**config.mk**
```make
export PLATFORM = sky130hd
export DESIGN_NAME = pce_stream_flat
export DESIGN_NICKNAME = d
export VERILOG_FILES = /design/src/rtl/pce_stream_if.sv /design/src/rtl/pce_stream.sv /design/src/flat_wrapper.sv
export SDC_FILE = /design/constraint.sdc
export NUM_CORES = 1
export LEC_CHECK = 0
export CAP_MARGIN = 10
export CORE_ASPECT_RATIO = 0.7
export CORE_UTILIZATION = 50
export CTS_BUF_LIST = sky130_fd_sc_hd__clkbuf_4 sky130_fd_sc_hd__clkbuf_8
export DETAILED_ROUTE_END_ITERATION = 12
export DONT_BUFFER_PORTS = 1
export GPL_TIMING_DRIVEN = 0
export PLACE_DENSITY_LB_ADDON = 0.2
export SETUP_SLACK_MARGIN = 0.3
export SLEW_MARGIN = 5
export SYNTH_ARGS = -nofsm -noshare
export SYNTH_HDL_FRONTEND = slang
export SYNTH_SLANG_ARGS = --single-unit
export TNS_END_PERCENT = 20
```
**constraint.sdc**
```tcl
create_clock -name clk -period 4.5 [get_ports clk]
set_input_delay 0.9 -clock clk [delete_from_list [all_inputs] [get_ports clk]]
set_output_delay 0.9 -clock clk [all_outputs]
set_load 0.005 [all_outputs]
```
**src/rtl/pce_stream_if.sv**
```systemverilog
// Bit-serial handshake bundle between the payload FIFO side and the encoder,
// plus the encoded-bit stream toward the interleaver/mapper.
interface pce_stream_if #(
  parameter int KLEN_W = 13
);
  logic [KLEN_W-1:0] k_len;
  logic              in_valid;
  logic              din;
  logic              in_ready;
  logic              out_valid;
  logic              out_data;
  logic              out_first;
  logic              out_last;
  logic              out_ready;
  logic              encode_busy;

  modport master (
    output k_len, in_valid, din, out_ready,
    input  in_ready, out_valid, out_data, out_first, out_last, encode_busy
  );

  modport slave (
    input  k_len, in_valid, din, out_ready,
    output in_ready, out_valid, out_data, out_first, out_last, encode_busy
  );
endinterface

```
**src/rtl/pce_stream.sv**
```systemverilog
// Streaming systematic encoder: forwards K info bits, then appends PAR_W
// generator-polynomial parity bits MSB first, with backpressure on both sides.
module pce_stream #(
  parameter int              PAR_W    = 16,
  parameter logic [PAR_W-1:0] GEN_POLY = 16'h1021,
  parameter int              KLEN_W   = 13
) (
  input  logic        clk,
  input  logic        rst,
  pce_stream_if.slave bus
);
  localparam int PCNT_W = $clog2(PAR_W);

  typedef enum logic [1:0] {
    IDLE   = 2'd0,
    INFO   = 2'd1,
    PARITY = 2'd2
  } state_t;

  state_t             state_r, state_s;
  logic [PAR_W-1:0]   lfsr_r;
  logic [KLEN_W-1:0]  cnt_r, klen_r, klen_s, cnt_inc_s;
  logic [PCNT_W-1:0]  pcnt_r;
  logic               out_valid_r, out_data_r, out_first_r, out_last_r;
  logic               slot_s, in_ready_s, accept_s, emit_par_s;

  function automatic logic [PAR_W-1:0] lfsr_step(input logic [PAR_W-1:0] r, input logic b);
    logic fb;
    fb = b ^ r[PAR_W-1];
    return {r[PAR_W-2:0], 1'b0} ^ (fb ? GEN_POLY : {PAR_W{1'b0}});
  endfunction

  // Handshake qualifiers and next-state decode
  always_comb begin
    slot_s     = !out_valid_r || bus.out_ready;
    in_ready_s = !rst && (state_r != PARITY) && slot_s;
    accept_s   = bus.in_valid && in_ready_s;
    emit_par_s = (state_r == PARITY) && slot_s;
    klen_s     = (bus.k_len == {KLEN_W{1'b0}}) ? KLEN_W'(1) : bus.k_len;
    cnt_inc_s  = cnt_r + KLEN_W'(1);
    state_s    = state_r;
    case (state_r)
      IDLE: begin
        if (accept_s) begin
          if (klen_s == KLEN_W'(1)) state_s = PARITY;
          else                      state_s = INFO;
        end else begin
          state_s = IDLE;
        end
      end
      INFO: begin
        if (accept_s && (cnt_inc_s == klen_r)) state_s = PARITY;
        else                                   state_s = INFO;
      end
      PARITY: begin
        if (emit_par_s && (pcnt_r == {PCNT_W{1'b0}})) state_s = IDLE;
        else                                           state_s = PARITY;
      end
      default: state_s = IDLE;
    endcase
  end

  // Frame state, bit counters and parity register
  always_ff @(posedge clk) begin
    if (rst) begin
      state_r <= IDLE;
      lfsr_r  <= {PAR_W{1'b0}};
      cnt_r   <= {KLEN_W{1'b0}};
      klen_r  <= {KLEN_W{1'b0}};
      pcnt_r  <= {PCNT_W{1'b0}};
    end else begin
      state_r <= state_s;
      if (accept_s) begin
        // A frame start clears the remainder before folding in the first bit.
        lfsr_r <= lfsr_step((state_r == IDLE) ? {PAR_W{1'b0}} : lfsr_r, bus.din);
        cnt_r  <= (state_r == IDLE) ? KLEN_W'(1) : cnt_inc_s;
        pcnt_r <= PCNT_W'(PAR_W - 1);
        if (state_r == IDLE) klen_r <= klen_s;
      end else if (emit_par_s) begin
        lfsr_r <= {lfsr_r[PAR_W-2:0], 1'b0};
        pcnt_r <= pcnt_r - PCNT_W'(1);
      end
    end
  end

  // Output register: refills only when empty or being consumed
  always_ff @(posedge clk) begin
    if (rst) begin
      out_valid_r <= 1'b0;
      out_data_r  <= 1'b0;
      out_first_r <= 1'b0;
      out_last_r  <= 1'b0;
    end else if (slot_s) begin
      if (accept_s) begin
        out_valid_r <= 1'b1;
        out_data_r  <= bus.din;
        out_first_r <= (state_r == IDLE);
        out_last_r  <= 1'b0;
      end else if (emit_par_s) begin
        out_valid_r <= 1'b1;
        out_data_r  <= lfsr_r[PAR_W-1];
        out_first_r <= 1'b0;
        out_last_r  <= (pcnt_r == {PCNT_W{1'b0}});
      end else begin
        out_valid_r <= 1'b0;
        out_data_r  <= 1'b0;
        out_first_r <= 1'b0;
        out_last_r  <= 1'b0;
      end
    end
  end

  assign bus.in_ready    = in_ready_s;
  assign bus.out_valid   = out_valid_r;
  assign bus.out_data    = out_data_r;
  assign bus.out_first   = out_first_r;
  assign bus.out_last    = out_last_r;
  assign bus.encode_busy = (state_r != IDLE) || out_valid_r;
endmodule

```
**src/flat_wrapper.sv**
```systemverilog
// flat-port wrapper written by rule: the top's interface ports become plain ports
module pce_stream_flat 
#(
  parameter int              PAR_W    = 16,
  parameter logic [PAR_W-1:0] GEN_POLY = 16'h1021,
  parameter int              KLEN_W   = 13
)
  (clk, rst, bus_k_len, bus_in_valid, bus_din, bus_out_ready, bus_in_ready, bus_out_valid, bus_out_data, bus_out_first, bus_out_last, bus_encode_busy);
  pce_stream_if #(.KLEN_W(KLEN_W)) bus_i ();
  input  logic clk;
  input  logic rst;
  input wire logic [$bits(bus_i.k_len)-1:0] bus_k_len;
  input wire logic [$bits(bus_i.in_valid)-1:0] bus_in_valid;
  input wire logic [$bits(bus_i.din)-1:0] bus_din;
  input wire logic [$bits(bus_i.out_ready)-1:0] bus_out_ready;
  output wire logic [$bits(bus_i.in_ready)-1:0] bus_in_ready;
  output wire logic [$bits(bus_i.out_valid)-1:0] bus_out_valid;
  output wire logic [$bits(bus_i.out_data)-1:0] bus_out_data;
  output wire logic [$bits(bus_i.out_first)-1:0] bus_out_first;
  output wire logic [$bits(bus_i.out_last)-1:0] bus_out_last;
  output wire logic [$bits(bus_i.encode_busy)-1:0] bus_encode_busy;
  assign bus_i.k_len = bus_k_len;
  assign bus_i.in_valid = bus_in_valid;
  assign bus_i.din = bus_din;
  assign bus_i.out_ready = bus_out_ready;
  assign bus_in_ready = bus_i.in_ready;
  assign bus_out_valid = bus_i.out_valid;
  assign bus_out_data = bus_i.out_data;
  assign bus_out_first = bus_i.out_first;
  assign bus_out_last = bus_i.out_last;
  assign bus_encode_busy = bus_i.encode_busy;
  pce_stream #(.PAR_W(PAR_W), .GEN_POLY(GEN_POLY), .KLEN_W(KLEN_W)) u_core (.clk(clk), .rst(rst), .bus(bus_i));
endmodule
```
==> metrics.txt, run 1 <==
Min Clock Period, post-route=roughly 2.6 ns; GPL Wtd Cong=a little under 0.9; post-route clock period utilization=a little under three fifths; largest net degree at the start of global routing=17; Cell Count, Final, Fillers Out=between 400 and 500; vias per cell=5.489; Die Ht=~60 µm; layout cell share with drive strength beyond 1=between 6 and 7%; DRC viols=0; unrepaired setup endpoints after global routing=false; Hold-fix buffers, CTS=0; flops & latches, synth=between 50 and 60; Final Skew=approximately 0.0053 ns; signal arrival time at the worst endpoint=between 2 and 3 ns; final hold violation count=0; critical path's largest stage delay=0.45 ns; # IOs=24; Via Count=2201; Worst Tran Pin Value=0.7364 ns; VDD IR-drop max=0.1923 mV; cell with the most instances after synthesis=nand2_1; fmax=around 390 MHz; Synth area leaders=dfxtp_1 41%, nand2_1 10%, a21oi_1 7.3%; Synth cell types=44; WP data required=4.70 ns; hold-critical path endpoint=u_core.lfsr_r[10]; Post CTS Setup Buffer Count=0; max-slew violation count=0; clock sink count=52; crit end category=register; post-CTS sizing=0; sequential area share after synthesis=41.17%; cell count after placement=~400; crit-path cells=ha_1 > nand3_2 > nor4_2 > xnor2_1 > a2111oi_2 > o211ai_1 > o41a_1; Port Buf Inserts=0; Mapped Nets=roughly 350; Num CTS Buffers=5; Clock Latency Late Sink=between 0.3 and 0.4 ns; CP bufs+invs=0; async set-reset flop share out of synthesis=0%; crit-path max FO=7; clock root buffer=clkbuf_8; Congestion Overflow GR=0; vias in the first global route=1913; Worst R2R Setup Slack=approximately 1.9 ns; Synth Warn #=0; Layout Nets=352; Startpoint Class=register; Max clock buf depth=2; synthesized instance count=324; hold path cells=2; Reg-to-Reg Start=u_core.cnt_r[0]; CORE AREA=a little under 0.005 mm²; Routed WL per cell=approximately 15 µm; Area growth syn-to-layout=7.966%; initial antenna violation count=0; end of the worst register-to-register path=u_core.state_r[0]; post-synthesis cell area=0.002529 mm²; Routed WL=just under 6000 µm; Routed Antenna Nets=0; Mean Syn Cell Area=~7.8 µm²; HP Start=u_core.lfsr_r[10]; number of synthesized flops with an enable pin=0; Tot GR Track Use=24.02%; Commonest cells post-synth=69 x nand2_1, 52 x dfxtp_1, 37 x a21oi_1; # rows=21; ANT cells=0; cell family with most CP delay=compound AO/OA/AOI/OAI gates; Rel. slew slack=between 50% and 60%; DP HPWL=around 4200 µm; prevailing post-synth register cell=dfxtp_1; pwr/cell area=around 340 mW/mm²; kind of critical path=register to register; biggest area consumer among synthesized cells=dfxtp_1; share of the synthesized area in the top cell type=about two fifths; DR iter-0 viols=about 200; first-pass detailed-route iteration total=4; Setup TNS=0 ns; max cap viols=0; first-pass GRT wire length=9522 µm; Lkg Pwr=between 0.0009 and 0.001 µW; Reg clk slew, reported paths=approximately 0.1 ns; H-tree Lvls=2; setup violators final=0; reg2reg path depth=7; Hold WC Path Type=register to register; Die Area=approximately 0.0054 mm²; Initial Utilization=roughly 53%; TritonCTS clock tree=built; DIE WIDTH=a little under 90 µm; outcome=finished, final reports clean; Worst path slowest cell=o41a_1
==> placed cells by master (no fill, tap or decap), types with 2 or more instances in the layout <==
master | Yosys | routed
o21ai_0 | 22 | 22
nor3b_1 | 3 | 3
nand3_1 | 6 | 6
xor2_1 | 9 | 9
nand2b_1 | 3 | 3
nor4_1 | 5 | 5
xnor2_1 | 15 | 15
clkbuf_1 | 12 | 12
dfxtp_1 | 52 | 52
o31ai_1 | 2 | 2
clkbuf_8 | 0 | 5
nand3_2 | 3 | 3
buf_2 | 2 | 2
a21oi_1 | 37 | 37
o211ai_1 | 2 | 2
nand4_1 | 2 | 2
or2_1 | 2 | 2
nor2b_1 | 2 | 2
or3_1 | 3 | 3
a21o_1 | 2 | 2
inv_1 | 7 | 7
nor3_1 | 9 | 9
nand2_1 | 69 | 69
ha_1 | 3 | 3
a211oi_1 | 3 | 3
and3_1 | 7 | 7
nor2_1 | 24 | 24
==> tightest hold or removal path: cells and delay by family, from the launching register on <==
family          cells  cell delay, ns
compound gates      1            0.05
flops               1            0.32
simple gates        1            0.05
==> worst max-delay path by stage <==
stage               startpoint           endpoint  slack [ns]  depth (start not counted)
3_5_place_dp     bus_out_ready  u_core.lfsr_r[12]        1.80                          6
2_1_floorplan    bus_out_ready  u_core.lfsr_r[10]        2.27                          7
5_1_grt        u_core.cnt_r[0]  u_core.state_r[0]        1.83                          7
3_3_place_gp     bus_out_ready   u_core.lfsr_r[5]        1.79                          6
4_1_cts        u_core.cnt_r[0]  u_core.state_r[0]        2.01                          7
6_report       u_core.cnt_r[0]  u_core.state_r[0]        1.94                          7
==> through the flow <==
stage | instance area [µm²] | util, % | hold slack (ns) | worst slack [ns] | power [µW]
after global routing | 2730 | 56.78 | 0.4782 | 1.835 | 961.7
after global placement | 2615 | 54.38 | 0.4403 | 1.793 | 593.2
final | 2730 | 56.78 | 0.4550 | 1.943 | 922.3
after floorplan | 2529 | - | 0.4321 | 2.274 | 570.3
after detailed placement | 2615 | 54.38 | 0.4434 | 1.798 | 595.7
after CTS | 2730 | 56.78 | 0.4575 | 2.007 | 925.8
==> registers in the layout (all words and copies together) (netlist names) <==
name and flops:
u_core.bus.out_data 1, u_core.bus.out_first 1, u_core.bus.out_last 1, u_core.bus.out_valid 1, u_core.cnt_r 13, u_core.klen_r 13, u_core.lfsr_r 16, u_core.pcnt_r 4
u_core.state_r 2
==> cell families after synthesis <==
group                    count (synthesis)  synth area share [%]
multiplexers                             1                0.3959
buffers and inverters                   24                 4.107
flip-flops                              52                 41.17
AO/OA/AOI/OAI                           77                 17.86
AND/OR/NAND/NOR                        143                 26.67
XOR/XNOR                                24                 8.313
adder cells (fa/ha/maj)                  3                 1.485
==> layout make-up <==
class / instances / area (µm²)
fillers: 456 / 2078
plain buffers: 17 / 77.57
flip-flops and latches: 52 / 1041
clock buffers: 6 / 76.32
clock inverters: 2 / 38.79
well taps: 69 / 86.33
multi-input cells: 248 / 1384
inverters: 7 / 26.28
==> power by group <==
| group | leakage (µW) | total, µW | switching [µW] | internal, µW |
|---|---|---|---|---|
| registers | 0.000424 | 493 | 15.6 | 478 |
| clock network | 0.0000592 | 336 | 162 | 174 |
| logic | 0.000438 | 92.8 | 58.7 | 34.0 |
| total | 0.000921 | 922 | 236 | 686 |
==> layer usage <==
| layer | part of all wire (%) | vias up | track usage [%] |
|---|---|---|---|
| met5 | 0 | - | 0 |
| met3 | 7.8 | 5 | 6.300 |
| li1 | - | 1124 | - |
| met4 | 1.0 | 0 | 8.095 |
| met2 | 38 | 65 | 32.40 |
| met1 | 53 | 1007 | 36.36 |
Note: power is estimated with default switching activity, not from simulation.
==> run 2, diff against run 1 <==
--- a/config.mk
+++ b/config.mk
@@ -5,6 +5,7 @@
 export SDC_FILE = /design/constraint.sdc
 export NUM_CORES = 1
 export LEC_CHECK = 0
+export ABC_AREA = 1
 export CAP_MARGIN = 10
 export CORE_ASPECT_RATIO = 0.7
 export CORE_UTILIZATION = 50
==> constraint.sdc (replaced) <==
create_clock -name clk -period 2.4 [get_ports clk]
set_input_delay 0.48 -clock clk [delete_from_list [all_inputs] [get_ports clk]]
set_output_delay 0.48 -clock clk [all_outputs]
set_load 0.005 [all_outputs]
==> metrics.txt, run 2 <==
number of flip-flops in the largest register=16 (unchanged); post-route clock period utilization=77.93% (+21 points); worst slack at placement=0.3594 ns (-1.438 ns); initial antenna violation count=0 (unchanged); biggest area consumer among synthesized cells=dfxtp_1; Lkg Pwr=0.001231 µW (+34%); H-tree Lvls=2 (unchanged); pwr/cell area=570.9 mW/mm² (+69%); post-synthesis cell area=0.002673 mm² (+5.7%); signal arrival time at the worst endpoint=2.12 ns (-0.64 ns); largest net degree at the start of global routing=18 (+1); crit-path max FO=6 (-1); Startpoint Class=register; Synth cell types=30 (-32%); clock root buffer=clkbuf_8; Die Ht=63.17 µm (+2.7%); DIE WIDTH=89.39 µm (+2.7%); Synth area leaders=dfxtp_1 39%, nand2_1 16%, nor2_1 8.0%; Mean Syn Cell Area=6.471 µm² (-17%); Num CTS Buffers=5 (unchanged); Congestion Overflow GR=0 (unchanged); WP data required=2.65 ns (-2.05 ns); Die Area=0.005646 mm² (+5.5%); Final Power=1633 µW (+77%); Reg with most FFs=u_core.lfsr_r; Min Clock Period, post-route=1.870 ns (-0.6864 ns); HP Start=bus_k_len[7]; max-slew violation count=0 (unchanged); most common cell after layout, fill and taps aside=nand2_1; kind of critical path=register to register; # rows=21 (unchanged); first-pass detailed-route iteration total=5 (+1); Final WS setup=0.5298 ns (-1.414 ns); Initial Utilization=53.82% (+1.2 points); Filler cells=484 (+6.1%); Setup TNS=0 ns (unchanged); Worst R2R Setup Slack=0.53 ns (-1.41 ns); reg2reg path depth=12 (+5); DRC viols=0 (unchanged); Tot GR Track Use=25.68% (+1.7 points); vias in the first global route=2335 (+22%); Routed WL=6365 µm (+9.2%); cell with the most instances after synthesis=nand2_1; async set-reset flop share out of synthesis=0% (unchanged); Layout Nets=441 (+25%); Mapped Nets=434 (+26%); CORE AREA=0.004966 mm² (+3.3%); TritonCTS clock tree=built; layout cell share with drive strength beyond 1=6.888% (+0.86 points); Clock Latency Late Sink=0.31 ns (about the same); Routed Antenna Nets=0 (unchanged); biggest regs=u_core.lfsr_r: 16 flops, u_core.cnt_r: 13 flops, u_core.klen_r: 13 flops; prevailing post-synth register cell=dfxtp_1; Port Buf Inserts=0 (unchanged); outcome=finished, final reports clean; Area growth syn-to-layout=7.022%; Reg clk slew, reported paths=0.10 ns (about the same); end of the worst register-to-register path=u_core.state_r[1]; vias per cell=5.198 (-5.3%); Post CTS Setup Buffer Count=0 (unchanged); Hold WC Path Type=input pin to register; commonest cells after routing, fill and taps aside=111 x nand2_1, 56 x nor2_1, 51 x dfxtp_1; Routed WL per cell=12.99 µm (-11%); ANT cells=0 (unchanged); flops & latches, synth=52 (unchanged); sequential area share after synthesis=38.95% (-2.2 points); Rel. slew slack=61.97% (+11 points); Final Skew=0.009393 ns (+0.004105 ns); setup violators final=0 (unchanged); first-pass GRT wire length=11050 µm (+16%); Commonest cells post-synth=111 x nand2_1, 57 x nor2_1, 52 x dfxtp_1; clock sink count=52 (unchanged); synthesized instance count=413 (+27%); # IOs=24 (unchanged); Max clock buf depth=2 (unchanged); number of synthesized flops with an enable pin=0 (unchanged); Reg-to-Reg Start=u_core.cnt_r[0]; VDD IR-drop max=0.4496 mV (+130%); final core utilization=57.60% (+0.82 points); max cap viols=0 (unchanged); Worst Tran Pin Value=0.5704 ns (-0.1659 ns); post-CTS sizing=0 (unchanged); Via Count=2547 (+16%); Synth Warn #=0 (unchanged); hold path cells=2 (unchanged); crit end category=register; WHS=0.2857 ns (-0.1693 ns); GPL Wtd Cong=0.8888 (+1.8%); DP HPWL=4896 µm (+17%); final hold violation count=0 (unchanged); fmax=534.7 MHz (+37%); share of the synthesized area in the top cell type=38.95% (-2.2 points); Hold-fix buffers, CTS=0 (unchanged); DR iter-0 viols=205 (+1.5%); hold-critical path endpoint=u_core.klen_r[7]; unrepaired setup endpoints after global routing=false
==> run 2: changes by cell type in the layout (fill, tap and decap cells not counted), sizes merged, moves of 6 or more <==
cell / delta
nor2: +40
clkbuf: -10
and3: -6
nand2: +44
xor2: -8
nand3: +30
inv: +45
o21ai: +9
a21oi: -13
xnor2: -14
==> run 2: critical path, cell delays in order, from the launching register on <==
cell	delay, ns
dfxtp_2	0.36
ha_1	0.23
nand2_1	0.24
inv_1	0.09
nand2_1	0.14
nand2_1	0.09
nand2_1	0.11
nand2_1	0.06
nor2_1	0.09
nand2_1	0.05
nor2_1	0.10
nand4_1	0.10
a21oi_1	0.13
==> run 2: worst max path at each step <==
stage	start	depth (start not counted)	endpoint
6_report	u_core.cnt_r[0]	12	u_core.state_r[1]
5_1_grt	u_core.cnt_r[0]	12	u_core.state_r[0]
4_1_cts	u_core.cnt_r[0]	12	u_core.state_r[0]
3_5_place_dp	rst	8	u_core.klen_r[3]
3_3_place_gp	rst	8	u_core.klen_r[2]
2_1_floorplan	u_core.cnt_r[0]	12	u_core.state_r[0]
==> run 2: cell type report <==
class	instances	area, µm²	share of cell area (%)
Clock buffer	5	68.82	2.406
Sequential cell	52	1042	36.44
Clock inverter	3	23.77	0.8311
Inverter	53	198.9	6.955
Buffer	8	37.54	1.312
Tap cell	69	86.33	3.018
Multi-Input combinational cell	300	1403	49.04
==> run 2: power by group <==
group          leakage [µW]  internal [µW]  switching (µW)
combinational      0.000766           62.9             119
sequential         0.000425            906            28.9
clock             0.0000404            207             309
total               0.00123           1180             457
==> run 2: cells by family after synthesis <==
logic type,count (synthesis),synth area share [%]
compound gates,64,12.97
xor+xnor,2,0.6556
fa+ha+maj,3,1.405
buf+inv,61,8.848
flops,52,38.95
simple gates,231,37.17
==> run 2: metrics by stage <==
stage | std cells | instance area (µm²)
final | 490 | 2860
after floorplan | 413 | 2673
after detailed placement | 482 | 2759
after global routing | 490 | 2860
after CTS | 490 | 2851
after global placement | 482 | 2759
==> run 2: layer usage <==
layer | wire length [µm] | share of wire (%) | global-route usage, % | vias to the layer above
li1 | - | - | - | 1338
met1 | 3417 | 54 | 42.16 | 1106
met2 | 2316 | 36 | 32.35 | 96
met3 | 569 | 8.9 | 5.636 | 7
met4 | 61 | 0.96 | 6.944 | 0
met5 | 0 | 0 | 0 | -
